$ cat config.mk
export PLATFORM = sky130hd
export DESIGN_NAME = bls12_381_data_ram_rd
export DESIGN_NICKNAME = d
export VERILOG_FILES = /design/src/rtl/bls12_381_pkg.sv /design/src/rtl/bls12_381_slot_serializer.sv /design/src/rtl/bls12_381_data_ram_rd.sv
export SDC_FILE = /design/constraint.sdc
export NUM_CORES = 1
export LEC_CHECK = 0
export CAP_MARGIN = 30
export CORE_ASPECT_RATIO = 1.5
export CORE_MARGIN = 5
export CORE_UTILIZATION = 46
export DETAILED_ROUTE_END_ITERATION = 8
export PLACE_DENSITY = 0.77
export SLEW_MARGIN = 20
export SYNTH_ARGS = -nofsm -noshare
export SYNTH_HDL_FRONTEND = slang
export SYNTH_HIERARCHICAL = 1
export SYNTH_SLANG_ARGS = --single-unit
$ cat constraint.sdc
create_clock -name i_clk -period 2.15 [get_ports i_clk]
set_input_delay 0.645 -clock i_clk [delete_from_list [all_inputs] [get_ports i_clk]]
set_output_delay 0.645 -clock i_clk [all_outputs]
set_load 0.01 [all_outputs]
$ cat src/rtl/bls12_381_pkg.sv
// Shared bls12_381 data RAM geometry, line format and the readback FSM states.
package bls12_381_pkg;

  localparam int DATA_RAM_DEPTH      = 8;
  localparam int DATA_RAM_WIDTH      = 384;
  localparam int DATA_RAM_ALIGN_BYTE = 64;
  localparam int DATA_RAM_USR_WIDTH  = 4;
  localparam int ADDR_BITS           = $clog2(DATA_RAM_DEPTH);
  localparam int SLOT_WORDS          = DATA_RAM_ALIGN_BYTE / DATA_RAM_USR_WIDTH;
  localparam int WORD_BITS           = 32;
  localparam int HOLD_BITS           = SLOT_WORDS * WORD_BITS;

  typedef enum logic [2:0] {
    SCALAR = 3'd0,
    FE     = 3'd1,
    FE2    = 3'd2,
    FE6    = 3'd3,
    FE12   = 3'd4,
    FP_AF  = 3'd5,
    FP2_AF = 3'd6
  } point_type_t;

  typedef struct packed {
    logic [380:0] dat;
    point_type_t  pt;
  } data_t;

  typedef enum logic [1:0] {
    IDLE = 2'd0,
    RD   = 2'd1,
    WAIT = 2'd2,
    SEND = 2'd3
  } rd_state_t;

endpackage

$ cat src/rtl/bls12_381_slot_serializer.sv
// Holds one data RAM line and streams it as SLOT_WORDS 32-bit words over valid/ready.
module bls12_381_slot_serializer
  import bls12_381_pkg::*;
(
  input  logic        i_clk,
  input  logic        i_rst_n,
  input  logic        i_load,
  input  data_t       i_line,
  input  logic        i_rdy,
  output logic [31:0] o_dat,
  output logic        o_val,
  output logic        o_sop,
  output logic        o_eop,
  output logic        o_last_hs
);

  localparam int WB = $clog2(SLOT_WORDS);

  logic [HOLD_BITS-1:0] r_hold;
  logic [WB-1:0]        r_w;
  logic [31:0]          r_dat;
  logic                 r_val;
  logic                 r_sop;
  logic                 r_eop;
  logic                 w_hs;
  logic                 w_last;
  logic [WB-1:0]        w_w_nxt;

  assign w_hs      = r_val & i_rdy;
  assign w_last    = (r_w == WB'(SLOT_WORDS - 1));
  assign w_w_nxt   = r_w + WB'(1);
  assign o_last_hs = w_hs & w_last;

  // Output word is pre-selected one handshake ahead so every output stays a flop.
  always_ff @(posedge i_clk or negedge i_rst_n) begin
    if (!i_rst_n) begin
      r_hold <= '0;
      r_w    <= '0;
      r_dat  <= 32'd0;
      r_val  <= 1'b0;
      r_sop  <= 1'b0;
      r_eop  <= 1'b0;
    end else if (i_load) begin
      r_hold <= {{(HOLD_BITS - DATA_RAM_WIDTH){1'b0}}, i_line};
      r_w    <= '0;
      r_dat  <= i_line[31:0];
      r_val  <= 1'b1;
      r_sop  <= 1'b1;
      r_eop  <= 1'b0;
    end else if (w_hs) begin
      if (w_last) begin
        r_w   <= '0;
        r_dat <= 32'd0;
        r_val <= 1'b0;
        r_sop <= 1'b0;
        r_eop <= 1'b0;
      end else begin
        r_w   <= w_w_nxt;
        r_dat <= r_hold[{w_w_nxt, 5'd0} +: 32];
        r_sop <= 1'b0;
        r_eop <= (w_w_nxt == WB'(SLOT_WORDS - 1));
      end
    end
  end

  assign o_dat = r_dat;
  assign o_val = r_val;
  assign o_sop = r_sop;
  assign o_eop = r_eop;

endmodule

$ cat src/rtl/bls12_381_data_ram_rd.sv
// Host readback engine: reads N consecutive data RAM slots and streams each as 16 words.
// Optional point-type check enabled by defining BLS12_381_RD_TYPE_CHK_EN.
module bls12_381_data_ram_rd
  import bls12_381_pkg::*;
#(
  parameter int RAM_RD_LAT = 2
) (
  input  logic                      i_clk,
  input  logic                      i_rst_n,
  input  logic                      i_req_val,
  input  logic [ADDR_BITS-1:0]      i_req_slot,
  input  logic [3:0]                i_req_len,
  input  logic [2:0]                i_req_pt,
  output logic                      o_req_rdy,
  output logic                      o_ram_re,
  output logic [ADDR_BITS-1:0]      o_ram_addr,
  input  logic [DATA_RAM_WIDTH-1:0] i_ram_dat,
  output logic [31:0]               o_dat,
  output logic                      o_val,
  output logic                      o_sop,
  output logic                      o_eop,
  input  logic                      i_rdy,
  output logic                      o_busy,
  output logic                      o_type_err
);

  localparam int CNT_W = $clog2(RAM_RD_LAT + 1);

  rd_state_t            r_state;
  logic [3:0]           r_len;
  logic [ADDR_BITS-1:0] r_ram_addr;
  logic                 r_ram_re;
  logic                 r_req_rdy;
  logic                 r_busy;
  logic [CNT_W-1:0]     r_cnt;
  logic                 w_load;
  logic                 w_last_hs;
  logic                 w_req_hs;
  data_t                w_line;

  assign w_line   = data_t'(i_ram_dat);
  assign w_load   = (r_state == WAIT) && (r_cnt == CNT_W'(1));
  assign w_req_hs = i_req_val & r_req_rdy;

  // Request, RAM read and per-slot sequencing; the slot address doubles as the slot counter.
  always_ff @(posedge i_clk or negedge i_rst_n) begin
    if (!i_rst_n) begin
      r_state    <= IDLE;
      r_len      <= 4'd0;
      r_ram_addr <= '0;
      r_ram_re   <= 1'b0;
      r_req_rdy  <= 1'b1;
      r_busy     <= 1'b0;
      r_cnt      <= '0;
    end else begin
      case (r_state)
        IDLE: begin
          if (w_req_hs && (i_req_len != 4'd0)) begin
            r_len      <= i_req_len;
            r_ram_addr <= i_req_slot;
            r_ram_re   <= 1'b1;
            r_req_rdy  <= 1'b0;
            r_busy     <= 1'b1;
            r_state    <= RD;
          end
        end
        RD: begin
          r_ram_re <= 1'b0;
          r_cnt    <= CNT_W'(RAM_RD_LAT);
          r_state  <= WAIT;
        end
        WAIT: begin
          r_cnt <= r_cnt - CNT_W'(1);
          if (r_cnt == CNT_W'(1)) begin
            r_state <= SEND;
          end
        end
        SEND: begin
          if (w_last_hs) begin
            r_len      <= r_len - 4'd1;
            r_ram_addr <= r_ram_addr + ADDR_BITS'(1);
            if (r_len == 4'd1) begin
              r_req_rdy <= 1'b1;
              r_busy    <= 1'b0;
              r_state   <= IDLE;
            end else begin
              r_ram_re <= 1'b1;
              r_state  <= RD;
            end
          end
        end
        default: begin
          r_ram_re  <= 1'b0;
          r_req_rdy <= 1'b1;
          r_busy    <= 1'b0;
          r_state   <= IDLE;
        end
      endcase
    end
  end

  bls12_381_slot_serializer u_ser (
    .i_clk     (i_clk),
    .i_rst_n   (i_rst_n),
    .i_load    (w_load),
    .i_line    (w_line),
    .i_rdy     (i_rdy),
    .o_dat     (o_dat),
    .o_val     (o_val),
    .o_sop     (o_sop),
    .o_eop     (o_eop),
    .o_last_hs (w_last_hs)
  );

`ifdef BLS12_381_RD_TYPE_CHK_EN
  point_type_t r_req_pt;
  logic        r_type_err;

  // Flag fires on the capture edge so it lines up with the slot's first valid word.
  always_ff @(posedge i_clk or negedge i_rst_n) begin
    if (!i_rst_n) begin
      r_req_pt   <= SCALAR;
      r_type_err <= 1'b0;
    end else begin
      if ((r_state == IDLE) && w_req_hs) begin
        r_req_pt <= point_type_t'(i_req_pt);
      end
      r_type_err <= w_load && (w_line.pt != r_req_pt);
    end
  end

  assign o_type_err = r_type_err;
`else
  logic w_unused_pt;
  assign w_unused_pt = ^i_req_pt;
  assign o_type_err  = 1'b0;
`endif

  assign o_req_rdy  = r_req_rdy;
  assign o_ram_re   = r_ram_re;
  assign o_ram_addr = r_ram_addr;
  assign o_busy     = r_busy;

endmodule

==> reports/qor_table.md <==
| Metric | This run | Unit |
| --- | --- | --- |
| Grt ovf | 0 | - |
| Placement-stage worst setup slack | -0.484 | ns |
| Worst reg2reg startpoint | u_ser/r_w[0] | - |
| Combinational family with the most area after synthesis | multiplexers | - |
| Post-synth ARST share | 100 | % |
| Routability cong. | 0.833 | - |
| Number of remaining DRC errors | 0 | - |
| Pint | 26.3 | mW |
| Gate power share | 43.5 | % |
| Number of detailed-routing iterations run before antenna repair | 5 | - |
| Max rail drop VDD | 888 | uV |
| Xor/xnor cell area share of the yosys netlist | 0.127 | % |
| Area Growth Syn to Fin | 35.4 | % |
| Count of flip-flops with a built-in enable after synthesis | 0 | - |
| Worst-skew pair later-pin latency | 0.55 | ns |
| Initial standard-cell utilization of the core | 46.6 | % |
| Leading cell types by total area after synthesis | sky130_fd_sc_hd__dfrtp_1 (56%), sky130_fd_sc_hd__mux2_2 (22%), sky130_fd_sc_hd__mux4_2 (11%), sky130_fd_sc_hd__mux2i_1 (1.8%), sky130_fd_sc_hd__o221ai_1 (1.4%) | - |
| Post-Synth Simple-Gate Area | 1.36 | % |
| Path category of the worst min-delay check | reg -> reg | - |
| Share of the cycle needed by the critical path after routing | 97.6 | % |
| Area fraction of the dominant cell type after synthesis | 55.6 | % |
| Kind of cell adding the most delay to the critical path | buffers and inverters | - |
| Proportion of total power due to net switching | 32.9 | % |
| Number of failing hold endpoints at the final stage | 0 | - |
| Syn_nets | 1658 | - |
| Shortest period the worst path allows | 2.10 | ns |
| Timing-limited maximum frequency | 476 | MHz |
| Biggest fanout along the worst timing path | 2 | - |
| Critical path class | reg -> out | - |
| Fraction of synthesized area in multiplexers | 34.9 | % |
| PwrDens | 1470 | nW/um2 |
| Die height | 263 | um |
| Setup clock skew after layout | 0.0277 | ns |
| Design Area, Final | 26600 | um2 |
| Worst flop-to-flop path endpoint | u_ser/o_dat[5] | - |
| Synthesized instance count | 1248 | - |
| Yosys synthesis warning count | 6 | - |
| Peak per-stage delay on the critical path | 0.55 | ns |
| Worst Max-Slew Pin Slew | 0.525 | ns |
| Number of buffers on the longest clock path | 3 | - |
| Die width | 179 | um |
| Drt first-iter violations | 884 | - |
| Avg WL per Cell | 24.3 | um |
| TritonCTS clock tree | built | - |
| DRT antenna net count | 0 | - |
| Hold EP | u_ser/r_hold[197] | - |
| Summed instance area of the synthesized netlist | 19600 | um2 |
| PnR worst setup slack | 0.0510 | ns |
| Max transition margin | 64.9 | % |
| Post-layout power | 39.2 | mW |
| Initial antenna violation count | 19 | - |
| # nets final | 2124 | - |
| Number of rows in the core area | 92 | - |
| Post-synthesis compound-gate area fraction | 4.12 | % |
| Adder and majority cell fraction of the synthesized area | 0.765 | % |
| Pins Over Slew Limit | 0 | - |
| Wire length of the first global-routing pass | 84900 | um |
| Nature of the critical path startpoint | flip-flop | - |
| Leading register cell type out of synthesis | sky130_fd_sc_hd__dfrtp_1 | - |
| Via total after detailed routing | 12800 | - |
| Filler Cells Inserted | 3197 | - |
| Routed via count divided by cell count | 5.49 | - |
| Worst min-delay path startpoint | u_ser/r_hold[197] | - |
| Critical-path cell list | clkdlybuf4s50_1 | - |
| Hold depth | 1 | - |
| Cts bufs inserted | 43 | - |
| Total Wirelength | 56600 | um |
| Post-synth cell types | 45 | - |
| GRT Util Overall | 23.8 | % |
| Reported max-cap violation count | 0 | - |
| Placed wire-length estimate | 42700 | um |
| Maximum number of pins on one net before global-route repair | 85 | - |
| Placed inst area | 25100 | um2 |
| Slowest cell on the critical path | sky130_fd_sc_hd__clkdlybuf4s50_1 | - |
| Crit path required time | 1.50 | ns |
| IO Port Bufs | 435 | - |
| H-Tree Depth | 2 | - |
| Total I/O pin count | 440 | - |
| Ratio of cells with drive above 1 in the final layout | 36.4 | % |
| Crit end category | output pin | - |
| # clock sinks | 437 | - |
| Register-to-register setup slack | 0.07 | ns |
| Commonest cells in the synthesized netlist | sky130_fd_sc_hd__dfrtp_1 (436), sky130_fd_sc_hd__mux2_2 (384), sky130_fd_sc_hd__mux4_2 (96) | - |
| Setup repair after global routing missed its margin | no | - |
| Result of the run | completed | - |
| Clock share of power | 19.0 | % |
| Setup TNS after final layout | 0 | ns |
| Die area | 47000 | um2 |
| Sequential share of the synthesized area | 55.7 | % |
| Total leakage power | 11.0 | nW |
| Cell accounting for the most synthesized area | sky130_fd_sc_hd__dfrtp_1 | - |
| Clock slew at reported path FFs | 0.06 | ns |
| Worst R2R Path Depth | 7 | - |
| Most repeated cell in the gate-level netlist after synthesis | sky130_fd_sc_hd__dfrtp_1 | - |
| Synth Area per Inst | 15.7 | um2 |
| Post-Route Utilization | 63.1 | % |
| Share of power burned in registers | 37.5 | % |
| # setup viols final | 0 | - |
| Placeable core area | 42100 | um2 |
| Switching power total | 12.9 | mW |
| Via count of the first global-routing pass | 14500 | - |
| Worst path buffer plus inverter count | 1 | - |
| CTS root buffer | sky130_fd_sc_hd__clkbuf_16 | - |
| Flip-flop and latch count after synthesis | 437 | - |
| Worst Path Arrival | 1.45 | ns |
[layer usage]
metal  track usage (%)  part of all wire (%)  wire [um]
met1              25.9                    34      19300
met5                 0                 0.037         21
met3              4.71                   5.8       3270
met4              12.3                   5.1       2860
met2              43.3                    55      31100
[cells in the final DEF, fill, tap and decap left out, types with 2 or more instances in the layout]
| cell | n |
|---|---|
| sky130_fd_sc_hd__buf_12 | 21 |
| sky130_fd_sc_hd__buf_4 | 40 |
| sky130_fd_sc_hd__nand3_1 | 3 |
| sky130_fd_sc_hd__nor3_2 | 2 |
| sky130_fd_sc_hd__clkbuf_8 | 7 |
| sky130_fd_sc_hd__dfrtp_1 | 435 |
| sky130_fd_sc_hd__nor2_1 | 10 |
| sky130_fd_sc_hd__buf_6 | 6 |
| sky130_fd_sc_hd__clkbuf_16 | 43 |
| sky130_fd_sc_hd__mux2_2 | 384 |
| sky130_fd_sc_hd__nor3_1 | 5 |
| sky130_fd_sc_hd__diode_2 | 17 |
| sky130_fd_sc_hd__buf_16 | 2 |
| sky130_fd_sc_hd__dlygate4sd2_1 | 25 |
| sky130_fd_sc_hd__mux2i_1 | 36 |
| sky130_fd_sc_hd__inv_1 | 43 |
| sky130_fd_sc_hd__nor2b_1 | 4 |
| sky130_fd_sc_hd__clkbuf_1 | 13 |
| sky130_fd_sc_hd__dlymetal6s2s_1 | 10 |
| sky130_fd_sc_hd__o21ai_1 | 5 |
| sky130_fd_sc_hd__nand2_1 | 12 |
| sky130_fd_sc_hd__inv_6 | 2 |
| sky130_fd_sc_hd__ha_1 | 11 |
| sky130_fd_sc_hd__a21o_1 | 4 |
| sky130_fd_sc_hd__bufinv_16 | 3 |
| sky130_fd_sc_hd__clkinv_2 | 8 |
| sky130_fd_sc_hd__or2_2 | 2 |
| sky130_fd_sc_hd__mux4_2 | 96 |
| sky130_fd_sc_hd__a211oi_2 | 2 |
| sky130_fd_sc_hd__o21ai_0 | 12 |
| sky130_fd_sc_hd__o221ai_1 | 32 |
| sky130_fd_sc_hd__a21oi_1 | 6 |
| sky130_fd_sc_hd__clkdlybuf4s50_1 | 399 |
| sky130_fd_sc_hd__a22oi_1 | 32 |
[worst max-delay path by stage]
| stage | end | start | cells past startpoint | slack (ns) |
|---|---|---|---|---|
| after floorplan | u_ser/o_dat[12] | u_ser/r_w[0] | 10 | 0.02 |
| after global placement | o_ram_addr[2] | i_rdy | 7 | -0.42 |
| after detailed placement | r_len[3] | i_rdy | 7 | -0.48 |
| after CTS | o_dat[29] | u_ser/o_dat[29] | 1 | 0.003 |
| after global routing | u_ser/o_dat[26] | u_ser/r_w[0] | 8 | 0.0005 |
| final | o_dat[8] | u_ser/o_dat[8] | 1 | 0.05 |
[registers in the layout (all words and copies together), names as in the netlist]
name,flops
r_state,2
u_ser/o_eop,1
r_cnt,2
u_ser/o_dat,32
o_ram_addr,3
o_busy,1
u_ser/o_sop,1
o_ram_re,1
o_req_rdy,1
u_ser/r_hold,384
u_ser/o_val,1
r_len,4
u_ser/r_w,4
[metrics by stage]
step	instances	hold slack, ns
finish	2327	0.501
global route	2327	0.512
CTS	2309	0.505
detailed placement	2229	0.491
global placement	2228	0.483
floorplan	1248	0.349
[worst reg2reg max path, delay by kind of cell (launching register included)]
kind	cells	cell delay, ns
adder cells (fa/ha/maj)	1	0.32
multiplexers	2	0.64
flip-flops	1	0.41
buffers and inverters	3	0.43
AO/OA/AOI/OAI	1	0.15
[what timing repair did]
item | in CTS | in global routing
resized for setup | 28 | 18
pin swaps | 1 | 1
buffers inserted | 2 | 1
endpoints found under the hold margin | 8 | 0
hold buffers | 1 | 0
gates cloned | 0 | 0
setup endpoints to repair | 30 | 46
[cell type report]
cell class / count / area [um2] / area share (%)
flip-flops and latches: 437 / 10900 / 41.1
multi-input cells: 683 / 8160 / 30.7
repair buffers: 506 / 5210 / 19.6
clock buffers: 63 / 1220 / 4.59
well taps: 564 / 706 / 2.65
inverters: 43 / 161 / 0.607
clock inverters: 14 / 155 / 0.583
diodes: 17 / 42.5 / 0.160
[power by group through the flow]
stage	Sequential, mW	Combinational, mW	Clock [mW]
after floorplan	14.1	11.3	0
after global placement	14.5	16.9	0
after detailed placement	14.8	17.4	0
after CTS	14.7	17.4	7.62
after global routing	15.2	18.2	7.94
final	14.7	17.0	7.44
[kinds of logic (layout without fill, tap and decap cells)]
family,after synthesis,count (layout)
buf+inv,128,626
flops,437,437
mux,516,516
other cells,1,18
compound gates,103,103
xor+xnor,2,2
simple gates,49,49
fa+ha+maj,12,12
Note: power is estimated with default switching activity, not from simulation.
